<file path="src/rtl/uart_rx_word_ctrl.sv">
// RX FIFO drain controller: packs received bytes little-endian into 32-bit words,
// flushes partial words on character timeout, tracks sticky errors and drives the irq.
module uart_rx_word_ctrl #(
  parameter int TIMEOUT_CYCLES = 64,
  parameter int TMR_W          = (TIMEOUT_CYCLES < 1) ? 1 : $clog2(TIMEOUT_CYCLES + 1)
) (
  input  logic        clk,
  input  logic        rst_n,
  input  logic        enable_i,
  input  logic [7:0]  rx_d_i,
  input  logic        rx_d_valid_i,
  output logic        rx_d_ready_o,
  output logic [31:0] word_o,
  output logic [2:0]  word_bytes_o,
  output logic        word_valid_o,
  input  logic        word_ready_i,
  input  logic        frame_err_i,
  input  logic        parity_err_i,
  input  logic        overrun_err_i,
  input  logic [2:0]  err_clr_i,
  output logic [2:0]  err_sticky_o,
  input  logic        flush_i,
  output logic        flush_rx_o,
  input  logic        irq_word_en_i,
  input  logic        irq_err_en_i,
  output logic        irq_o
);

  typedef enum logic [1:0] {S_IDLE, S_FILL, S_OUT} state_e;

  localparam logic [TMR_W-1:0] TMR_EXP = TMR_W'((TIMEOUT_CYCLES > 0) ? TIMEOUT_CYCLES - 1 : 0);
  localparam logic [TMR_W-1:0] TMR_SAT = TMR_W'(TIMEOUT_CYCLES);

  state_e                state_q, state_d;
  logic [3:0][7:0]       word_q, word_d;
  logic [2:0]            bytes_q, bytes_d;
  logic                  valid_q, valid_d;
  logic [2:0]            cnt_q, cnt_d;
  logic [TMR_W-1:0]      tmr_q, tmr_d;
  logic [2:0]            err_q, err_d;
  logic                  flush_q;
  logic                  irq_q, irq_d;
  logic                  accept;

  // Gated with rst_n so ready reads low while reset is held, like every other output.
  assign rx_d_ready_o = rst_n & enable_i & (state_q != S_OUT) & ~flush_i;
  assign accept       = rx_d_valid_i & rx_d_ready_o;

  always_comb begin
    state_d = state_q;
    word_d  = word_q;
    bytes_d = bytes_q;
    valid_d = valid_q;
    cnt_d   = cnt_q;
    tmr_d   = tmr_q;
    err_d   = (err_q & ~err_clr_i) | {overrun_err_i, parity_err_i, frame_err_i};

    if (flush_i) begin
      // Flush discards everything held, including a word still awaiting handshake.
      state_d = S_IDLE;
      word_d  = '0;
      bytes_d = '0;
      valid_d = 1'b0;
      cnt_d   = '0;
      tmr_d   = '0;
    end else begin
      case (state_q)
        S_IDLE: begin
          if (accept) begin
            word_d[0] = rx_d_i;
            cnt_d     = 3'd1;
            tmr_d     = '0;
            state_d   = S_FILL;
          end
        end
        S_FILL: begin
          if (accept) begin
            word_d[cnt_q[1:0]] = rx_d_i;
            tmr_d              = '0;
            if (cnt_q == 3'd3) begin
              cnt_d   = 3'd4;
              bytes_d = 3'd4;
              valid_d = 1'b1;
              state_d = S_OUT;
            end else begin
              cnt_d = cnt_q + 3'd1;
            end
          end else if (TIMEOUT_CYCLES > 0 && tmr_q == TMR_EXP) begin
            bytes_d = cnt_q;
            valid_d = 1'b1;
            state_d = S_OUT;
          end else if (TIMEOUT_CYCLES > 0 && tmr_q != TMR_SAT) begin
            tmr_d = tmr_q + 1'b1;
          end
        end
        S_OUT: begin
          if (word_ready_i) begin
            state_d = S_IDLE;
            word_d  = '0;
            bytes_d = '0;
            valid_d = 1'b0;
            cnt_d   = '0;
            tmr_d   = '0;
          end
        end
        default: state_d = S_IDLE;
      endcase
    end

    irq_d = (irq_word_en_i & valid_d) | (irq_err_en_i & (|err_d));
  end

  always_ff @(posedge clk or negedge rst_n) begin
    if (!rst_n) begin
      state_q <= S_IDLE;
      word_q  <= '0;
      bytes_q <= '0;
      valid_q <= 1'b0;
      cnt_q   <= '0;
      tmr_q   <= '0;
      err_q   <= '0;
      flush_q <= 1'b0;
      irq_q   <= 1'b0;
    end else begin
      state_q <= state_d;
      word_q  <= word_d;
      bytes_q <= bytes_d;
      valid_q <= valid_d;
      cnt_q   <= cnt_d;
      tmr_q   <= tmr_d;
      err_q   <= err_d;
      flush_q <= flush_i;
      irq_q   <= irq_d;
    end
  end

  assign word_o       = word_q;
  assign word_bytes_o = bytes_q;
  assign word_valid_o = valid_q;
  assign err_sticky_o = err_q;
  assign flush_rx_o   = flush_q;
  assign irq_o        = irq_q;

endmodule

</file>
<file path="config.mk">
export PLATFORM = sky130hd
export DESIGN_NAME = uart_rx_word_ctrl
export DESIGN_NICKNAME = d
export VERILOG_FILES = /design/src/rtl/uart_rx_word_ctrl.sv
export SDC_FILE = /design/constraint.sdc
export NUM_CORES = 1
export LEC_CHECK = 0
export ABC_AREA = 0
export CAP_MARGIN = 20
export CORE_MARGIN = 10
export CORE_UTILIZATION = 44
export DETAILED_ROUTE_END_ITERATION = 10
export PLACE_DENSITY_LB_ADDON = 0.1
export SETUP_SLACK_MARGIN = 0.02
export SYNTH_ARGS = -nofsm -noshare
export SYNTH_HDL_FRONTEND = slang
export SYNTH_SLANG_ARGS = --single-unit
</file>
<file path="constraint.sdc">
create_clock -name clk -period 2.1 [get_ports clk]
set_input_delay 0.525 -clock clk [delete_from_list [all_inputs] [get_ports clk]]
set_output_delay 0.525 -clock clk [all_outputs]
set_load 0.05 [all_outputs]
</file>
; ---- Yosys cells after proc, flatten, opt, wreduce, memory -nomap -nowiden
; Index checks and enable logic that the tools add are counted.
[word_totals]
regBits = 53
out_inout_bits = 42
wordCells = 90
in_bits = 22
[op_classes]
n_eq_ne = 13
bitwise = 11
n_reduce_logical = 10
add_sub_neg = 2
order_cmp = 2
muxes = 40
[ops]
columns = cell, n
row1 = two-way mux 32 bit, 3
row2 = case mux 24 bit (2 select lines), 1
row3 = two-way mux 7 bit, 6
row4 = bitwise mux 32 bit, 1
row5 = two-way mux 3 bit, 9
row6 = case mux 8 bit (3 select lines), 1
row7 = case mux 7 bit (3 select lines), 1
row8 = demux 8 bit (select 2 bit), 1
row9 = two-way mux 8 bit, 2
row10 = "inequality test 4 bit, second input constant", 4
row11 = two-way mux 2 bit, 6
row12 = AND reduction 4 bit, 3
row13 = "inequality test 3 bit, second input constant", 3
row14 = case mux 3 bit (3 select lines), 1
row15 = "adder 7 x 1 -> 7 bit, second input constant", 1
row16 = "== test 7 x 6 -> 1 bit, second input constant", 1
row17 = "inequality test 7 bit, second input constant", 1
row18 = bitwise AND 1 bit, 6
row19 = case mux 2 bit (3 select lines), 1
row20 = case mux 3 bit (2 select lines), 1
row21 = two-way mux 1 bit, 5
row22 = AND reduction 5 bit, 1
row23 = nonzero test 4 bit, 1
row24 = "adder 3 x 1 -> 3 bit, second input constant", 1
row25 = other kinds (17), 17

; ---- Depth between registers and ports, before layout
[depth]
word_depth = 9
depth_mapped = 8
ltp_nobuf = 7

; ---- Worst setup path before layout
; OpenSTA, ideal clock, no wires.
[synth_timing]
path_type = reg-to-reg
from = register state_q[0]
to = register bytes_q[0], in the netlist word_bytes_o[0]
path_slack_ns = -0.073
path_buffers = 0
synth_period_minus_slack_ns = 2.173
path_stages_with_launch = 8
required_time_ns = 1.975
arrival_ns = 2.048
setup_time_ns = 0.125
cell_sequence = dfrtp_1 -> inv_1 -> ha_1 -> and4bb_2 -> nand3_1 -> o221a_4 -> o31ai_2 -> mux2_2
[synth_between]
elab_chain_len = 7
word_cells_on_any_way = 14
cone_classes = eq/ne (6) / mux (3) / bitwise (3) / reduce/logical (2)
[synth_rtl]
columns = item, line_no
row1 = from (decl), 34  ; state_e state_q, state_d;
row2 = from (signal assigned), 125  ; state_q <= state_d;
row3 = inequality test 2 bit *, 46  ; assign rx_d_ready_o = rst_n & enable_i & (state_q != S_OUT) & ~flush_i;
row4 = bitwise AND 1 bit * (2 in series), 46
row5 = via rx_d_ready_o, 12  ; output logic rx_d_ready_o,
row6 = bitwise AND 1 bit *, 47  ; assign accept = rx_d_valid_i & rx_d_ready_o;
row7 = two-way mux 3 bit, 77  ; if (accept) begin
row8 = case mux 3 bit (2 select lines), 67  ; case (state_q)
row9 = two-way mux 3 bit, 58  ; if (flush_i) begin
row10 = to (signal assigned), 127  ; bytes_q <= bytes_d;
row11 = to (decl), 36  ; logic [2:0] bytes_q, bytes_d;
; Mark *: on every way through the listed nets, which the timed path passes. The rest lies on a longest branch.
; A chain may end at the register's enable or synchronous reset.

; ---- Worst setup path in the final report
[layout_timing]
from = register word_q (netlist bit word_o[20])
to = output port word_o[20]
[layout_rtl]
columns = item, line_no
row1 = from (decl), 35  ; logic [3:0][7:0] word_q, word_d;
row2 = from (signal assigned), 126  ; word_q <= word_d;
row3 = to (decl), 13  ; output logic [31:0] word_o,
; No word-level cell between the ends.

==> run_results.csv <==
group,metric,value,unit
global_routing,use_met2,0.223,
clock_network,cts_max_level,2,
worst_setup_path,rrSetupSlack,90,ps
global_routing,use_met1,0.174,
run,maxCapViolCount,0,
timing,grt_setup_unrepaired,"true",
timing,final_max_slew_viol_count,0,
clock_network,cts_max_path_buffers,2,
global_routing,grt_overflow,0,
synthesis,synth_cells,216,
pwr,total_power,0.00369,W
placement,portBuffers,63,
worst_setup_path,slowest_stage,"clkdlybuf4s50_1",
floorplan,coreArea,5570,µm²
worst_setup_path,required,1570,ps
synthesis,syn_nets,249,
pwr,vdd_drop_max,0.693,mV
placement,place_area,3430,µm²
synthesis,synth_area_leaders,"dfrtp_1 (52%), a22o_1 (8.5%), ha_1 (5.4%)",
routing,drt.antenna.violating_nets,0,
status,outcome,"completed",
clock_network,path_clk_slew,100,ps
clock_network,cts_root_buf,"clkbuf_8",
worst_setup_path,path_buf_inv,1,
timing,setup_violations,0,
final_layout,antennaDiodeCount,0,
synthesis,syn_avg_cell_area,11.9,µm²
clock_network,clock_sinks,53,
routing,drt_iter0_drc,78,
worst_setup_path,rr_startpoint,"state_q[1]$_DFFE_PN0P_",
worst_setup_path,start_kind,"register",
routing,wl_per_cell,17.0,µm
synthesis,synth_area,2570,µm²
synthesis,synthArstFlopShare,1.00,
final_layout,final_area,3590,µm²
synthesis,yosysTopAreaCellShare,0.516,
timing,hold_viol_final,0,
global_routing,grt_max_degree,47,
synthesis,synth-seq-cells,53,
global_routing,track_usage,0.137,
final_layout,final_util,0.645,
final_layout,final_nets,339,
routing,firstDrtPassIters,4,
global_routing,antenna_found_initial,0,
global_routing,grtUsageMet3,0.0432,
floorplan,initial_utilization,0.462,
final_layout,num-fill-cells,454,
pwr,powerDensity,1030,nW/µm²
worst_setup_path,critical-path-top-delay-family,"buffers and inverters",
worst_setup_path,criticalPathCategory,"register to output pin",
synthesis,yosysSeqAreaShare,0.516,
routing,num_vias,2044,
worst_hold_path,holdCritPathClass,"input pin to asynchronous set/reset pin",
worst_setup_path,arrival,1510,ps
placement,dp_hpwl,5050,µm
routing,vias_per_cell,5.41,
global_routing,grt_pass1_wl,10100,µm
routing,routed_wl,6420,µm
global_routing,busiest_layer,"met2",
timing,worst_slew_pin_slew,572,ps
timing,finalCriticalPeriod,2040,ps
worst_setup_path,cp_max_fo,2,
worst_setup_path,reg2reg_depth,8,
timing,fin_worst_skew,6.05,ps
global_routing,grt_pass1_vias,2083,
synthesis,yosysWarnings,0,
synthesis,yosys.cell_types.count,48,
final_layout,area_growth,39.7,%
timing,hold_ws,173,ps
clock_network,tritoncts,"built",
floorplan,die_x,96.5,µm
timing,slew_headroom,0.618,
worst_setup_path,r2r_end,"word_bytes_o[0]$_DFFE_PN0P_",
worst_setup_path,cp_cell_sequence,"clkdlybuf4s50_1",
synthesis,yosys.area.top_type,"dfrtp_1",
placement,gp_congestion,0.874,
floorplan,dieHeight,96.5,µm
worst_setup_path,end_kind,"output pin",
synthesis,ys.flop_type,"dfrtp_1",
routing,drc,0,
clock_network,clk_latency,300,ps
worst_setup_path,max_stage_delay,820,ps
clock_network,hold_buffers,0,
final_layout,drive_above_1_share,0.225,
floorplan,dieArea,9300,µm²
clock_network,numCtsBuffers,5,
synthesis,synth_edf_count,0,
timing,fin_crit_sh,0.969,
pwr,p_leak,1.68,nW
timing,max_freq,491,MHz
floorplan,num_rows,27,
floorplan,ios,64,
==> per-layer routing <==
| metal | share of wire | vias up |
|---|---|---|
| met3 | 0.074 | 7 |
| met4 | 0.0061 | 0 |
| met2 | 0.47 | 57 |
| met5 | 0 | - |
| met1 | 0.45 | 1010 |
| li1 | - | 970 |
==> worst reg2reg max path, delay by kind of cell (launching register included) <==
family                   cells  cell delay [ps]
flip-flops                   1              430
multiplexers                 1              370
AO/OA/AOI/OAI                2              330
buffers and inverters        2              280
AND/OR/NAND/NOR              2              240
adder cells (fa/ha/maj)      1              230
==> final cells by class <==
cell class | count | area (µm²) | area share
Tap cell | 72 | 90.1 | 0.0251
Sequential cell | 53 | 1330 | 0.369
Clock inverter | 2 | 35.0 | 0.00975
Clock buffer | 5 | 68.8 | 0.0191
Multi-Input combinational cell | 140 | 1190 | 0.330
Inverter | 15 | 56.3 | 0.0157
Timing Repair Buffer | 91 | 831 | 0.231
==> Yosys cell counts, drive strengths merged, types with 2 or more instances <==
library cell,instances
a21o,4
and2,2
o21ai,6
nand3,7
mux2,3
nor2,12
o311ai,4
dfrtp,53
o31ai,3
a22o,25
nand2,9
nor3,2
ha,11
and3,5
mux2i,12
o41ai,2
buf,4
nand2b,5
clkbuf,4
inv,15
a21oi,9
==> registers in the layout, indices dropped and copies added (netlist names) <==
name and cells:
cnt_q 3, err_sticky_o 3, flush_rx_o 1, irq_o 1, state_q 2, tmr_q 7
word_bytes_o 3, word_o 32, word_valid_o 1
==> kinds of logic after synthesis <==
| group | after synthesis | synth area share |
|---|---|---|
| buf+inv | 23 | 0.0404 |
| simple gates | 53 | 0.122 |
| mux | 15 | 0.0598 |
| fa+ha+maj | 11 | 0.0535 |
| compound gates | 61 | 0.209 |
| flops | 53 | 0.516 |
==> metrics by stage <==
step	setup WS, ps	instances	setup TNS [ps]
detailed placement	-327	369	-8860
finish	64.1	378	0
global placement	-260	369	-7900
floorplan	27.5	216	0
global route	3.28	378	0
CTS	27.7	377	0
==> power by group <==
group,leakage [nW],switching (W),internal [W]
registers,0.714,0.0000875,0.00115
logic,0.910,0.00105,0.000733
clock network,0.0540,0.000330,0.000347
==> timing repair <==
| item | in CTS | in global routing |
|---|---|---|
| resized for setup | 3 | 10 |
| setup endpoints to repair | 10 | 36 |
| buffers inserted | 1 | 1 |
| pin swaps | 1 | 0 |
==> layout by cell type (no fill, tap or decap), types with 3 or more instances in the layout <==
master / instances
dfrtp_1: 53
nand2_1: 9
buf_4: 34
nor2_1: 11
inv_1: 15
ha_1: 9
clkbuf_8: 5
nand3_1: 7
a22o_1: 25
mux2_2: 3
nand2b_1: 4
and3_1: 5
clkdlybuf4s50_1: 53
o21ai_0: 5
mux2i_1: 12
a21o_1: 4
a21oi_1: 5
==> worst max path at each step <==
| stage | startpoint | to | slack (ps) | cells after the start |
|---|---|---|---|---|
| after floorplan | state_q[0]$_DFFE_PN0P_ | word_bytes_o[0]$_DFFE_PN0P_ | 30 | 7 |
| after global placement | flush_i | word_o[6]$_DFFE_PN0P_ | -260 | 6 |
| after detailed placement | flush_i | word_o[3]$_DFFE_PN0P_ | -330 | 6 |
| after CTS | state_q[0]$_DFFE_PN0P_ | rx_d_ready_o | 30 | 5 |
| after global routing | state_q[1]$_DFFE_PN0P_ | word_bytes_o[1]$_DFFE_PN0P_ | 3 | 8 |
| final | word_o[20]$_DFFE_PN0P_ | word_o[20] | 60 | 1 |
Note: power is estimated with default switching activity, not from simulation.
